[src/rtl/led_ctrl_pkg.sv]
// Shared types and default timing for the key-driven LED source selector.
// Defaults assume a 50 MHz sys_clk.
package led_ctrl_pkg;

  typedef enum logic [1:0] {
    ST_IDLE,
    ST_PRESS_CNT,
    ST_HELD,
    ST_REL_CNT
  } db_state_t;

  localparam int DEF_DEBOUNCE_CYC = 1_000_000;
  localparam int DEF_LONG_CYC     = 50_000_000;
  localparam int DEF_SCAN_CYC     = 25_000_000;

  // A single-source-bit select is still one bit wide.
  function automatic int sel_width(input int n_src);
    return (n_src > 2) ? $clog2(n_src) : 1;
  endfunction

endpackage

[src/rtl/key_debounce.sv]
// Synchronizes and debounces an active-low key, classifying each press as short or long.
// Events are registered one-cycle strobes: 2 sync cycles + DEBOUNCE_CYC samples after the key settles.
module key_debounce
  import led_ctrl_pkg::*;
#(
  parameter int DEBOUNCE_CYC = DEF_DEBOUNCE_CYC,
  parameter int LONG_CYC     = DEF_LONG_CYC
) (
  input  logic clk_i,
  input  logic rst_ni,
  input  logic key_i,
  output logic short_evt_o,
  output logic long_evt_o
);

  localparam int DB_W   = $clog2(DEBOUNCE_CYC + 1);
  localparam int HOLD_W = $clog2(LONG_CYC + 1);
  // The sample that leaves IDLE/HELD counts as the first stable one.
  localparam logic [DB_W-1:0]   DB_LAST   = DB_W'(DEBOUNCE_CYC - 2);
  localparam logic [HOLD_W-1:0] HOLD_MAX  = HOLD_W'(LONG_CYC);
  localparam logic [HOLD_W-1:0] HOLD_LAST = HOLD_W'(LONG_CYC - 1);

  logic [1:0]        sync_q;
  logic              key_s;
  db_state_t         state_q;
  logic [DB_W-1:0]   db_cnt_q;
  logic [HOLD_W-1:0] hold_q;
  logic              long_flag_q;
  logic              short_q;
  logic              long_q;

  assign key_s       = sync_q[1];
  assign short_evt_o = short_q;
  assign long_evt_o  = long_q;

  always_ff @(posedge clk_i) begin
    if (!rst_ni) begin
      sync_q      <= 2'b11;
      state_q     <= ST_IDLE;
      db_cnt_q    <= '0;
      hold_q      <= '0;
      long_flag_q <= 1'b0;
      short_q     <= 1'b0;
      long_q      <= 1'b0;
    end else begin
      sync_q  <= {sync_q[0], key_i};
      short_q <= 1'b0;
      long_q  <= 1'b0;
      case (state_q)
        ST_IDLE: begin
          if (!key_s) begin
            state_q  <= ST_PRESS_CNT;
            db_cnt_q <= '0;
          end
        end
        ST_PRESS_CNT: begin
          if (key_s) begin
            state_q  <= ST_IDLE;
            db_cnt_q <= '0;
          end else if (db_cnt_q == DB_LAST) begin
            state_q  <= ST_HELD;
            db_cnt_q <= '0;
            hold_q   <= '0;
          end else begin
            db_cnt_q <= db_cnt_q + 1'b1;
          end
        end
        ST_HELD: begin
          if (key_s) begin
            state_q  <= ST_REL_CNT;
            db_cnt_q <= '0;
          end else if (hold_q != HOLD_MAX) begin
            hold_q <= hold_q + 1'b1;
            if (hold_q == HOLD_LAST) begin
              long_q      <= 1'b1;
              long_flag_q <= 1'b1;
            end
          end
        end
        ST_REL_CNT: begin
          // A bounce back low resumes the hold count where it left off.
          if (!key_s) begin
            state_q  <= ST_HELD;
            db_cnt_q <= '0;
          end else if (db_cnt_q == DB_LAST) begin
            state_q     <= ST_IDLE;
            db_cnt_q    <= '0;
            hold_q      <= '0;
            short_q     <= !long_flag_q;
            long_flag_q <= 1'b0;
          end else begin
            db_cnt_q <= db_cnt_q + 1'b1;
          end
        end
        default: state_q <= ST_IDLE;
      endcase
    end
  end

endmodule

[src/rtl/led_src_ctrl.sv]
// Key-driven LED source selector: short press steps sel, long press toggles timed auto-scan.
// sel/auto_mode/key_pulse update one cycle after a debounce event; led_out lags sel by one cycle.
module led_src_ctrl
  import led_ctrl_pkg::*;
#(
  parameter int  N_SRC        = 2,
  parameter int  DEBOUNCE_CYC = DEF_DEBOUNCE_CYC,
  parameter int  LONG_CYC     = DEF_LONG_CYC,
  parameter int  SCAN_CYC     = DEF_SCAN_CYC,
  localparam int SEL_W        = sel_width(N_SRC)
) (
  input  logic             sys_clk,
  input  logic             sys_rst_n,
  input  logic             key_in,
  input  logic [N_SRC-1:0] src_in,
  output logic             led_out,
  output logic [SEL_W-1:0] sel,
  output logic             auto_mode,
  output logic             key_pulse
);

  localparam int SCAN_W = (SCAN_CYC > 1) ? $clog2(SCAN_CYC) : 1;
  localparam logic [SCAN_W-1:0] SCAN_LAST = SCAN_W'(SCAN_CYC - 1);
  localparam logic [SEL_W-1:0]  SEL_LAST  = SEL_W'(N_SRC - 1);

  logic              short_evt;
  logic              long_evt;
  logic [SEL_W-1:0]  sel_q, sel_d, sel_inc;
  logic              auto_q, auto_d;
  logic [SCAN_W-1:0] scan_q, scan_d;
  logic              pulse_q;
  logic              led_q;

  key_debounce #(
    .DEBOUNCE_CYC (DEBOUNCE_CYC),
    .LONG_CYC     (LONG_CYC)
  ) u_key_debounce (
    .clk_i       (sys_clk),
    .rst_ni      (sys_rst_n),
    .key_i       (key_in),
    .short_evt_o (short_evt),
    .long_evt_o  (long_evt)
  );

  assign sel_inc = (sel_q == SEL_LAST) ? '0 : sel_q + 1'b1;

  // A short press outranks a coincident scan tick: auto exits and the tick is dropped.
  always_comb begin
    sel_d  = sel_q;
    auto_d = auto_q;
    scan_d = scan_q;
    if (short_evt) begin
      if (auto_q) auto_d = 1'b0;
      else        sel_d  = sel_inc;
      scan_d = '0;
    end else if (long_evt) begin
      auto_d = !auto_q;
      scan_d = '0;
    end else if (auto_q) begin
      if (scan_q == SCAN_LAST) begin
        scan_d = '0;
        sel_d  = sel_inc;
      end else begin
        scan_d = scan_q + 1'b1;
      end
    end
  end

  always_ff @(posedge sys_clk) begin
    if (!sys_rst_n) begin
      sel_q   <= '0;
      auto_q  <= 1'b0;
      scan_q  <= '0;
      pulse_q <= 1'b0;
      led_q   <= 1'b0;
    end else begin
      sel_q   <= sel_d;
      auto_q  <= auto_d;
      scan_q  <= scan_d;
      pulse_q <= short_evt;
      led_q   <= src_in[sel_q];
    end
  end

  assign sel       = sel_q;
  assign auto_mode = auto_q;
  assign key_pulse = pulse_q;
  assign led_out   = led_q;

endmodule

[config.mk]
export PLATFORM = sky130hd
export DESIGN_NAME = led_src_ctrl
export DESIGN_NICKNAME = d
export VERILOG_FILES = /design/src/rtl/led_ctrl_pkg.sv /design/src/rtl/key_debounce.sv /design/src/rtl/led_src_ctrl.sv
export SDC_FILE = /design/constraint.sdc
export NUM_CORES = 1
export LEC_CHECK = 0
export ABC_AREA = 0
export CORE_MARGIN = 5
export CORE_UTILIZATION = 60
export CTS_BUF_LIST = sky130_fd_sc_hd__clkbuf_8
export CTS_CLUSTER_SIZE = 30
export DETAILED_ROUTE_END_ITERATION = 12
export PLACE_DENSITY = 0.78
export SYNTH_ARGS = -nofsm -noshare
export SYNTH_HDL_FRONTEND = slang
export SYNTH_SLANG_ARGS = --single-unit
[constraint.sdc]
create_clock -name sys_clk -period 2.98 [get_ports sys_clk]
set_input_delay 0.447 -clock sys_clk [delete_from_list [all_inputs] [get_ports sys_clk]]
set_output_delay 0.447 -clock sys_clk [all_outputs]
set_load 0.01 [all_outputs]
* Yosys cells after proc, flatten, opt, wreduce, memory -nomap -nowiden *
Cells that the tools add are included.

word-level totals
  input port bits = 5
  memories kept = 0
  output and inout port bits = 4
  bits in latches = 0
  bits in read-only memories = 0
  RAM bits = 0
  bits in registers = 82

operators by class
  reductions and logical operators = 16
  eq/ne operators = 19
  shift-type cells = 0
  $mul = 0
  bitwise operators = 3
  magnitude comparators = 1
  $add $sub $neg = 4
  divide/modulo/power cells = 0
  multiplexer cells = 35

operator list
  cell                                                             number
  26-bit two-way mux                                               5
  20-bit two-way mux                                               5
  20-bit case mux with 4 select lines                              1
  26-bit case mux with 3 select lines                              1
  26-bit by 1-bit adder with 26-bit output, second input constant  1
  26-bit equality test, second input constant                      1
  26-bit != test, second input constant                            1
  25-bit by 1-bit adder with 25-bit output, second input constant  1
  25-bit equality test, second input constant                      1
  25-bit two-way mux                                               1
  20-bit by 1-bit adder with 20-bit output, second input constant  1
  20-bit equality test, second input constant                      1
  1-bit two-way mux                                                14
  2-bit two-way mux                                                6
  2-bit by 1-bit != test with 1-bit output, second input constant  6
  4-bit AND reduction                                              3
  2-bit != test, second input constant                             4
  2-bit case mux with 4 select lines                               1
  6-bit AND reduction                                              1
  2-bit nonzero test                                               3
  5-bit AND reduction                                              1
  2-bit equality test, second input constant                       2
  4-bit OR reduction                                               1
  3-bit by 1-bit != test with 1-bit output, second input constant  1
  12 further kinds                                                 15

* Longest topological paths before layout *
Gate-level depths: netlist of the first run.

  word-level depth = 6
  depth in mapped cells = 10
  gate-level depth less buffers = 8

* Modules after synthesis *
Synthesis of the first run repeated with hierarchy kept, for this count alone.

unflattened totals
  cells, all modules = 513
  area total of the unflattened synthesis = 4345.4 µm²

modules (own cells, without submodules)
  module        instances  area an instance (µm²)  cells an instance  sequential area each (µm²)
  key_debounce  1          2989.1                  358                1061.0
  led_src_ctrl  1          1356.3                  155                580.6

* Worst setup path after synthesis of the first run *
OpenSTA, ideal clock, no wires.

  kind = reg2reg
  start = register u_key_debounce.db_cnt_q[0]
  end = register u_key_debounce.hold_q[20]
  clock period less this slack = 2.273 ns
  arrival = 2.203 ns
  library setup time = 0.071 ns
  path slack = 0.707 ns
  cell stages (with the launch flop) = 10
  cell sequence = dfxtp_1 inv_1 ha_1 nand4b_1 nor3_1 nand4_4 a211o_1 buf_2 or3_1 a21oi_1

on the way
  longest elaborated chain between the ends = 4
  elaborated cells on any way between the ends = 5
  classes of those cells = eq/ne: 1; mux: 4

ends and longest elaborated chain
  item                                     line                                    RTL
  from (decl)                              key_debounce.sv:26                      logic [DB_W-1:0] db_cnt_q;
  from (signal assigned)                   key_debounce.sv:65                      db_cnt_q <= db_cnt_q + 1'b1;
  from (signal assigned)                   key_debounce.sv:92                      db_cnt_q <= db_cnt_q + 1'b1;
  20-bit equality test (*)                 key_debounce.sv:60, key_debounce.sv:85
  26-bit two-way mux (*)                   --
  26-bit two-way mux (on tied branches)    --
  26-bit case mux with 3 select lines (*)  --
  to (signal assigned)                     key_debounce.sv:73                      hold_q <= hold_q + 1'b1;
  to (decl)                                key_debounce.sv:27                      logic [HOLD_W-1:0] hold_q;

Every way passes the cells marked *; elsewhere a longest branch is shown, timed or not. The select of a mux whose other input is x is not followed.
A chain may end at the register's enable or synchronous reset.

* Worst setup path in the final report of the first run *
  start = register u_key_debounce.db_cnt_q[0]
  end = register u_key_debounce.hold_q[17]

Same word-level chain as after synthesis.

==> flow_metrics.env, run 1 <==
export IMPL_run_status="completed"
export IMPL_hpwl_um=5720
export IMPL_crit_type="reg2reg"
export IMPL_critPathArrivalTime_ns=2.86
export IMPL_async_flop_share=0
export IMPL_cap_violations=0
export IMPL_synth_distinct_cells=54
export IMPL_whs_endpoint="u_key_debounce.sync_q[1]"
export IMPL_grt_pass1_vias=3029
export IMPL_first_pass_iters=4
export IMPL_routed_wl_um=8080
export IMPL_rows=29
export IMPL_clk_pin_slew_ns=0.08
export IMPL_postRouteAntennaNets=0
export IMPL_reg2reg_depth=9
export IMPL_vias=3386
export IMPL_clock_fmax_ghz=0.382
export IMPL_design_area_um2=4290
export IMPL_critPathRequiredTime_ns=3.22
export IMPL_diodes=0
export IMPL_initialDrtViolationCount=165
export IMPL_htreeDepth=3
export IMPL_synth_edf_count=0
export IMPL_drc=0
export IMPL_fillCellCount=534
export IMPL_synthCells=477
export IMPL_min_path_type="reg2reg"
export IMPL_finalCritPeriodShare=0.879
export IMPL_antenna_found_initial=0
export IMPL_synth_seq_area_share=0.414
export IMPL_tns_ns=0
export IMPL_crit_slowest_cell="nor3_1"
export IMPL_gp_congestion=0.886
export IMPL_period_needed_ns=2.62
export IMPL_numClockSinks=82
export IMPL_grt_overflow=0
export IMPL_max_stage_delay_ns=0.55
export IMPL_max_slew_margin=0.503
export IMPL_nets=495
export IMPL_cp_top_family="simple AND/OR/NAND/NOR gates"
export IMPL_syn_area_um2=3960
export IMPL_synthesis_nets=487
export IMPL_finalSetupViolations=0
export IMPL_finalHoldViolations=0
export IMPL_rsz0062_at_grt="false"
export IMPL_ios=9
export IMPL_yosys_top_cells_area="dfxtp_1 41%, nor2_1 6.2%, xnor2_1 5.7%, a21oi_1 4.8%, nand2_1 4.1%"
export IMPL_worst_pin_slew_ns=0.743
export IMPL_cts_buffers_inserted=9
export IMPL_critPathMaxFanout=10
export IMPL_p_total_w=0.00184
export IMPL_cp_start_kind="register"
export IMPL_cts_tree="built"
export IMPL_min_path_cells=1
export IMPL_cts_root_buf="clkbuf_8"
export IMPL_synth_top_area_share=0.414
export IMPL_io_buffers=8
export IMPL_clk_latency_ns=0.34
export IMPL_min_from="u_key_debounce.sync_q[0]"
export IMPL_postSynthAreaPerCell_um2=8.31
export IMPL_rr_endpoint="u_key_debounce.hold_q[17]"
export IMPL_grt_pass1_wl_um=14000
export IMPL_leakage_nw=1.42
export IMPL_die_area_um2=8330
export IMPL_final_max_slew_viol_count=0
export IMPL_placed_area_um2=4120
export IMPL_hold_buffers=0
export IMPL_clockBufferDepth=2
export IMPL_fp_dieH_um=91.3
export IMPL_initial_core_util=0.620
export IMPL_vias_per_cell=5.97
export IMPL_post_cts_setup_buffers=0
export IMPL_yosysWarningCount=0
export IMPL_die_w_um=91.3
export IMPL_area_growth_syn_to_layout_pct=8.18
export IMPL_cts_resized=0
export IMPL_synth_top_area_cell="dfxtp_1"
export IMPL_synth_top_flop_cell="dfxtp_1"
export IMPL_rrSetupSlack_ns=0.36
export IMPL_final_core_util=0.671
export IMPL_grt_max_degree=26
export IMPL_seq_area_um2=1640
export IMPL_ys_ff_latch=82
export IMPL_multi_input_area_um2=2210
export IMPL_routedWlPerCell_um=14.2
export IMPL_reg2reg_from="u_key_debounce.db_cnt_q[0]"
export IMPL_hold_ws_ns=0.422
export IMPL_grt_usage=0.198
export IMPL_ir_drop_mv=0.386
export IMPL_finalClockSkew_ns=0.00723
export IMPL_core_um2=6390
export IMPL_drive_above_1_share=0.0633
export IMPL_end_kind="register"
export IMPL_power_density_nw_per_um2=429
export IMPL_cp_cell_sequence="inv_1 -> ha_1 -> nand4b_1 -> nor3_1 -> nand4_4 -> buf_4 -> a2111oi_2 -> a31o_2 -> a21oi_1"
export IMPL_critPathBufInv=2
[synth_stat cells, types with 4 or more instances]
cell / instances
clkbuf_1: 15
xnor2_1: 26
nor4_1: 4
and3_1: 14
or4_1: 11
ha_1: 5
a211oi_1: 4
o211a_1: 5
nor2_1: 65
nor3_1: 16
nand2_1: 43
a21oi_1: 38
or3_1: 9
nand4_1: 15
and2_1: 5
o21ai_0: 13
nand2b_1: 6
o211ai_1: 5
xor2_1: 14
inv_1: 8
nand3_1: 27
dfxtp_1: 82
[worst max path at each step]
stage / start / to / cells past startpoint
floorplan: u_key_debounce.db_cnt_q[0] / u_key_debounce.hold_q[20] / 9
global placement: u_key_debounce.db_cnt_q[0] / u_key_debounce.hold_q[17] / 9
detailed placement: u_key_debounce.db_cnt_q[0] / u_key_debounce.hold_q[17] / 9
CTS: u_key_debounce.db_cnt_q[0] / u_key_debounce.hold_q[17] / 9
global route: u_key_debounce.db_cnt_q[0] / u_key_debounce.hold_q[17] / 9
finish: u_key_debounce.db_cnt_q[0] / u_key_debounce.hold_q[17] / 9
[metal layers]
metal,track usage,up-vias,routed length [um],share of wire
li1,-,1727,-,-
met1,0.278,1585,3970,0.49
met2,0.304,69,3690,0.46
met3,0.0471,5,361,0.045
met4,0.0550,0,54,0.0067
met5,0,-,0,0
[state kept, by name, indices dropped and copies added (netlist names), named ones only]
signal,count
u_key_debounce.short_evt_o,1
u_key_debounce.long_evt_o,1
sel,1
u_key_debounce.sync_q,2
led_out,1
u_key_debounce.hold_q,26
u_key_debounce.db_cnt_q,20
scan_q,25
u_key_debounce.long_flag_q,1
u_key_debounce.state_q,1
auto_mode,1
key_pulse,1
[report_power, final]
part / internal (W) / switching (W) / leakage, nW
sequential: 0.00110 / 0.00000188 / 0.661
clock: 0.000318 / 0.000381 / 0.0892
combinational: 0.0000133 / 0.0000293 / 0.673
[worst reg2reg max path, stage by stage (launching register included)]
cell       delay [ns]
dfxtp_1          0.34
inv_1            0.09
ha_1             0.16
nand4b_1         0.13
nor3_1           0.55
nand4_4          0.27
buf_4            0.24
a2111oi_2        0.46
a31o_2           0.22
a21oi_1          0.05
[logic make-up (layout without fill, tap and decap cells)]
group           count (synthesis)  count (layout)  share of synthesized area
compound gates                 85              85                      0.136
xor+xnor                       40              40                     0.0884
fa+ha+maj                       5               5                     0.0158
buf+inv                        27              40                     0.0278
flops                          82              82                      0.414
mux                             2               2                    0.00505
simple gates                  236             236                      0.312
[cell usage in the layout (no fill, tap or decap), drive strengths merged, types with 8 or more instances in the layout]
master,n
nand3,27
clkdlybuf4s50,8
o21ai,13
and3,14
xor2,14
or3,9
dfxtp,82
or4,12
xnor2,26
nand4,16
a21oi,38
clkbuf,10
nand2,43
inv,10
nor3,16
nor2,66
[final cells by class]
cell class | instances | share of cell area
Clock buffer | 10 | 0.0321
Clock inverter | 6 | 0.00788
Inverter | 9 | 0.00788
Multi-Input combinational cell | 368 | 0.516
Sequential cell | 82 | 0.383
Tap cell | 77 | 0.0225
Timing Repair Buffer | 15 | 0.0309
[stage by stage]
stage	std cells	worst slack, ns
after floorplan	477	0.707
after global routing	567	0.251
after global placement	551	0.455
after detailed placement	551	0.382
after CTS	567	0.371
final	567	0.360
No activity file was read; power rests on OpenSTA's default activity.
==> run 2, diff against run 1 <==
--- a/config.mk
+++ b/config.mk
@@ -11,6 +11,7 @@
 export CTS_BUF_LIST = sky130_fd_sc_hd__clkbuf_8
 export CTS_CLUSTER_SIZE = 30
 export DETAILED_ROUTE_END_ITERATION = 12
+export GPL_TIMING_DRIVEN = 0
 export PLACE_DENSITY = 0.78
 export SYNTH_ARGS = -nofsm -noshare
 export SYNTH_HDL_FRONTEND = slang
==> flow_metrics.env, run 2 (synthesized netlist as in run 1, its figures left out) <==
export IMPL_run_status="completed"
export IMPL_p_int_w=0.00159
export IMPL_cts_tree="built"
export IMPL_grt_usage=0.213
export IMPL_fp_dieH_um=91.3
export IMPL_grt_max_degree=16
export IMPL_switching_share=0.226
export IMPL_drive_above_1_share=0.0539
export IMPL_placed_area_um2=4140
export IMPL_finalClockSkew_ns=0.0127
export IMPL_grt_pass1_vias=3320
export IMPL_area_growth_syn_to_layout_pct=10.1
export IMPL_power_density_nw_per_um2=470
export IMPL_finalCritPeriodShare=0.906
export IMPL_die_w_um=91.3
export IMPL_clock_fmax_ghz=0.370
export IMPL_max_slew_margin=0.495
export IMPL_layout_commonest_cell="dfxtp_1"
export IMPL_clkPwrFrac=0.443
export IMPL_reg2reg_depth=10
export IMPL_crit_start="u_key_debounce.db_cnt_q[0]"
export IMPL_ir_drop_mv=0.300
export IMPL_routed_wl_um=8710
export IMPL_post_cts_setup_buffers=0
export IMPL_reg2reg_from="u_key_debounce.db_cnt_q[0]"
export IMPL_clk_latency_ns=0.37
export IMPL_p_switching_w=0.000464
export IMPL_hpwl_um=6110
export IMPL_io_buffers=8
export IMPL_clockBufferDepth=2
export IMPL_cts_resized=0
export IMPL_critPathRequiredTime_ns=3.23
export IMPL_finalHoldViolations=0
export IMPL_busiest_layer="met2"
export IMPL_initial_core_util=0.620
export IMPL_met3_usage=0.0289
export IMPL_final_core_util=0.683
export IMPL_critPathMaxFanout=10
export IMPL_met1_usage=0.289
export IMPL_diodes=0
export IMPL_cap_violations=0
export IMPL_initialDrtViolationCount=195
export IMPL_nets=506
export IMPL_leakage_nw=1.43
export IMPL_clk_pin_slew_ns=0.09
export IMPL_cts_root_buf="clkbuf_8"
export IMPL_grt_pass1_wl_um=14900
export IMPL_numClockSinks=82
export IMPL_core_um2=6390
export IMPL_first_pass_iters=5
export IMPL_vias_per_cell=6.03
export IMPL_rsz0062_at_grt="false"
export IMPL_die_area_um2=8330
export IMPL_largest_reg_flops=26
export IMPL_vias=3488
export IMPL_top_register="u_key_debounce.hold_q"
export IMPL_tns_ns=0
export IMPL_grt_overflow=0
export IMPL_worst_pin_slew_ns=0.758
export IMPL_cp_start_kind="register"
export IMPL_ios=9
export IMPL_min_path_type="reg2reg"
export IMPL_rows=29
export IMPL_critPathArrivalTime_ns=2.95
export IMPL_final_max_slew_viol_count=0
export IMPL_routedWlPerCell_um=15.1
export IMPL_top_regs="u_key_debounce.hold_q (26), scan_q (25), u_key_debounce.db_cnt_q (20)"
export IMPL_end_kind="register"
export IMPL_cts_buffers_inserted=9
export IMPL_gp_congestion=0.917
export IMPL_use_met2=0.342
export IMPL_min_path_cells=1
export IMPL_antenna_found_initial=0
export IMPL_combPwrFrac=0.022
export IMPL_design_area_um2=4360
export IMPL_drc=0
export IMPL_seqPwrFrac=0.535
export IMPL_hold_buffers=0
export IMPL_postRouteAntennaNets=0
export IMPL_crit_type="reg2reg"
export IMPL_finalSetupViolations=0
export IMPL_period_needed_ns=2.70
export IMPL_htreeDepth=3
export IMPL_min_from="u_key_debounce.sync_q[0]"
export IMPL_most_common_layout_cells="82 x dfxtp_1, 65 x nor2_1, 43 x nand2_1, 38 x a21oi_1, 27 x nand3_1"
==> run 2: worst paths after layout <==
| check | to | slack (ns) |
|---|---|---|
| max | u_key_debounce.db_cnt_q[12] | 0.28 |
| min | u_key_debounce.sync_q[1] | 0.41 |
| max reg2reg | u_key_debounce.db_cnt_q[12] | 0.28 |
| min reg2reg | u_key_debounce.sync_q[1] | 0.41 |
==> run 2: final cells by class <==
class | count | area [um^2]
sequential | 82 | 1640
multi-input combinational | 368 | 2210
timing repair buffer | 8 | 80.1
clock inverter | 7 | 101
buffer | 18 | 76.3
inverter | 9 | 33.8
fill | 556 | 2020
tap | 77 | 96.3
clock buffer | 9 | 124
==> run 2: per-stage QoR <==
stage	hold slack (ns)	total power, W	worst slack, ns	std cells
finish	0.415	0.00205	0.281	578
global route	0.431	0.00212	0.115	578
CTS	0.418	0.00207	0.313	578
detailed placement	0.398	0.00117	0.334	562
global placement	0.391	0.00117	0.400	562
floorplan	0.386	0.00115	0.707	477
==> run 2: per-layer routing <==
layer  wire [um]  part of all wire
met4         163             0.019
met3         399             0.046
met2        3970              0.46
met1        4170              0.48
met5           0                 0
==> run 2: power groups by stage <==
stage          registers, W  clock network, W  logic (W)
3_3_place_gp        0.00112                 0  0.0000446
6_report            0.00110          0.000910  0.0000449
4_1_cts             0.00110          0.000929  0.0000450
5_1_grt             0.00110          0.000971  0.0000493
2_1_floorplan       0.00112                 0  0.0000258
3_5_place_dp        0.00112                 0  0.0000446
==> run 2: worst max-delay path, cell delays in order (launching register included) <==
cell and delay, ns:
dfxtp_1 0.33, inv_1 0.09, ha_1 0.15, nand4b_1 0.13, nor3_1 0.52, a21o_1 0.18, clkbuf_1 0.37, buf_1 0.46
a31oi_1 0.08, o211ai_1 0.18, o41ai_1 0.09
==> run 3, diff against run 2 <==
--- a/config.mk
+++ b/config.mk
@@ -6,13 +6,14 @@
 export NUM_CORES = 1
 export LEC_CHECK = 0
 export ABC_AREA = 0
-export CORE_MARGIN = 5
 export CORE_UTILIZATION = 60
 export CTS_BUF_LIST = sky130_fd_sc_hd__clkbuf_8
 export CTS_CLUSTER_SIZE = 30
 export DETAILED_ROUTE_END_ITERATION = 12
 export GPL_TIMING_DRIVEN = 0
+export HOLD_SLACK_MARGIN = 0.06
 export PLACE_DENSITY = 0.78
 export SYNTH_ARGS = -nofsm -noshare
 export SYNTH_HDL_FRONTEND = slang
+export SYNTH_HIERARCHICAL = 1
 export SYNTH_SLANG_ARGS = --single-unit
==> flow_metrics.env, run 3 <==
export IMPL_design_area_um2=4720
export IMPL_gp_congestion=0.909
export IMPL_initial_core_util=0.629
export IMPL_first_pass_iters=5
export IMPL_fp_dieH_um=87.1
export IMPL_synth_seq_area_share=0.378
export IMPL_routedWlPerCell_um=15.0
export IMPL_finalClockSkew_ns=0.00900
export IMPL_synth_top_area_share=0.378
export IMPL_drive_above_1_share=0.0822
export IMPL_initialDrtViolationCount=303
export IMPL_synthCells=513
export IMPL_cts_tree="built"
export IMPL_hpwl_um=6660
export IMPL_layout_commonest_cell="dfxtp_1"
export IMPL_yosys_cell_count_top_type="dfxtp_1"
export IMPL_ys_top_cells_by_count="82 x dfxtp_1, 58 x nand2_1, 38 x nor2_1"
export IMPL_synth_top_flop_cell="dfxtp_1"
export IMPL_critPathRequiredTime_ns=3.18
export IMPL_cts_buffers_inserted=9
export IMPL_run_status="completed"
export IMPL_grt_pass1_wl_um=15900
export IMPL_min_path_cells=1
export IMPL_reg2reg_from="u_key_debounce/db_cnt_q[0]"
export IMPL_top_register="u_key_debounce/hold_q"
export IMPL_clk_pin_slew_ns=0.08
export IMPL_cp_start_kind="register"
export IMPL_async_flop_share=0
export IMPL_finalCritPeriodShare=0.951
export IMPL_synth_distinct_cells=63
export IMPL_rows=30
export IMPL_synthesis_nets=523
export IMPL_vias=3906
export IMPL_core_um2=6910
export IMPL_cts_resized=0
export IMPL_end_kind="register"
export IMPL_p_total_w=0.00192
export IMPL_cp_top_family="simple AND/OR/NAND/NOR gates"
export IMPL_cp_cell_sequence="inv_1 -> ha_1 -> or4bb_1 -> nor4_1 -> a21oi_1 -> clkbuf_1 -> a41oi_1 -> a311oi_1"
export IMPL_final_max_slew_viol_count=0
export IMPL_area_growth_syn_to_layout_pct=8.72
export IMPL_period_needed_ns=2.83
export IMPL_io_buffers=8
export IMPL_cap_violations=0
export IMPL_ys_ff_latch=82
export IMPL_grt_max_degree=14
export IMPL_nets=540
export IMPL_cts_root_buf="clkbuf_8"
export IMPL_clk_latency_ns=0.35
export IMPL_die_area_um2=7590
export IMPL_critPathArrivalTime_ns=3.04
export IMPL_synth_top_area_cell="dfxtp_1"
export IMPL_critPathMaxFanout=10
export IMPL_htreeDepth=3
export IMPL_antenna_found_initial=0
export IMPL_postSynthAreaPerCell_um2=8.47
export IMPL_clockBufferDepth=2
export IMPL_crit_slowest_cell="nor4_1"
export IMPL_clock_fmax_ghz=0.353
export IMPL_largest_reg_flops=26
export IMPL_whs_endpoint="u_key_debounce/sync_q[1]"
export IMPL_reg2reg_depth=8
export IMPL_grt_usage=0.265
export IMPL_grt_overflow=0
export IMPL_ir_drop_mv=0.228
export IMPL_die_w_um=87.1
export IMPL_syn_area_um2=4350
export IMPL_synth_edf_count=0
export IMPL_rr_endpoint="u_key_debounce/db_cnt_q[14]"
export IMPL_post_cts_setup_buffers=0
export IMPL_tns_ns=0
export IMPL_yosysWarningCount=6
export IMPL_min_from="u_key_debounce/sync_q[0]"
export IMPL_hold_buffers=0
export IMPL_max_slew_margin=0.246
export IMPL_finalHoldViolations=0
export IMPL_min_path_type="reg2reg"
export IMPL_vias_per_cell=6.19
export IMPL_diodes=0
export IMPL_worst_pin_slew_ns=1.12
export IMPL_crit_type="reg2reg"
export IMPL_power_density_nw_per_um2=406
export IMPL_top_regs="u_key_debounce/hold_q (26), scan_q (25), u_key_debounce/db_cnt_q (20)"
export IMPL_placed_area_um2=4550
export IMPL_most_common_layout_cells="82 x dfxtp_1, 58 x nand2_1, 38 x nor2_1, 32 x a21oi_1, 24 x nand3_1"
export IMPL_yosys_top_cells_area="dfxtp_1 38%, nand2_1 5.0%, mux2i_1 4.6%, a21oi_1 3.7%, nor2_1 3.3%"
export IMPL_max_stage_delay_ns=0.56
export IMPL_rrSetupSlack_ns=0.15
export IMPL_postRouteAntennaNets=0
export IMPL_fillCellCount=615
export IMPL_finalSetupViolations=0
export IMPL_drc=0
export IMPL_ios=9
export IMPL_routed_wl_um=9480
export IMPL_rsz0062_at_grt="false"
export IMPL_leakage_nw=1.49
export IMPL_critPathBufInv=2
export IMPL_numClockSinks=82
export IMPL_grt_pass1_vias=3449
==> run 3: report_power, final <==
part | total [W] | switching, W | internal (W)
clock | 0.000766 | 0.000388 | 0.000378
combinational | 0.0000541 | 0.0000375 | 0.0000166
sequential | 0.00110 | 0.00000182 | 0.00110
==> run 3: cells by family after synthesis <==
kind of cell | Yosys count | synth area share
compound gates | 102 | 0.178
simple gates | 237 | 0.295
mux | 20 | 0.0461
xor+xnor | 19 | 0.0383
buf+inv | 48 | 0.0507
fa+ha+maj | 5 | 0.0144
flops | 82 | 0.378
==> run 3: worst max-delay path by stage <==
stage,startpoint,end,cells after the start
floorplan,u_key_debounce/db_cnt_q[0],u_key_debounce/hold_q[25],8
global placement,u_key_debounce/db_cnt_q[0],u_key_debounce/hold_q[22],9
detailed placement,u_key_debounce/db_cnt_q[0],u_key_debounce/hold_q[22],9
CTS,u_key_debounce/db_cnt_q[0],u_key_debounce/hold_q[22],9
global route,u_key_debounce/db_cnt_q[1],u_key_debounce/db_cnt_q[14],7
finish,u_key_debounce/db_cnt_q[0],u_key_debounce/db_cnt_q[14],8
==> run 3: routing by layer <==
layer	GRT usage	vias to the layer above	share of wire
li1	-	1924	-
met1	0.350	1851	0.47
met2	0.440	116	0.47
met3	0.0398	15	0.045
met4	0.101	0	0.015
met5	0	-	0
==> run 3: stage by stage <==
step           worst slack (ns)   util  hold slack [ns]  cells
2_1_floorplan             0.400      -            0.386    513
3_3_place_gp              0.177  0.658            0.434    617
3_5_place_dp              0.159  0.658            0.412    617
4_1_cts                   0.129  0.685            0.454    633
5_1_grt                  0.0448  0.684            0.480    631
6_report                  0.145  0.684            0.450    631
==> run 3: final cells by class <==
class                      count  area [um^2]  area share
multi-input combinational    383         2480       0.526
sequential                    82         1640       0.347
buffer                        30          154      0.0326
clock buffer                   9          124      0.0262
tap                           96          120      0.0254
timing repair buffer           8         80.1      0.0169
clock inverter                 7         61.3      0.0130
inverter                      16         60.1      0.0127
==> run 3: worst register-to-register path, stage by stage, from the launching register on <==
cell and delay [ns]:
dfxtp_1 0.36, inv_1 0.10, ha_1 0.14, or4bb_1 0.51, nor4_1 0.56, a21oi_1 0.35, clkbuf_1 0.31, a41oi_1 0.28
a311oi_1 0.08
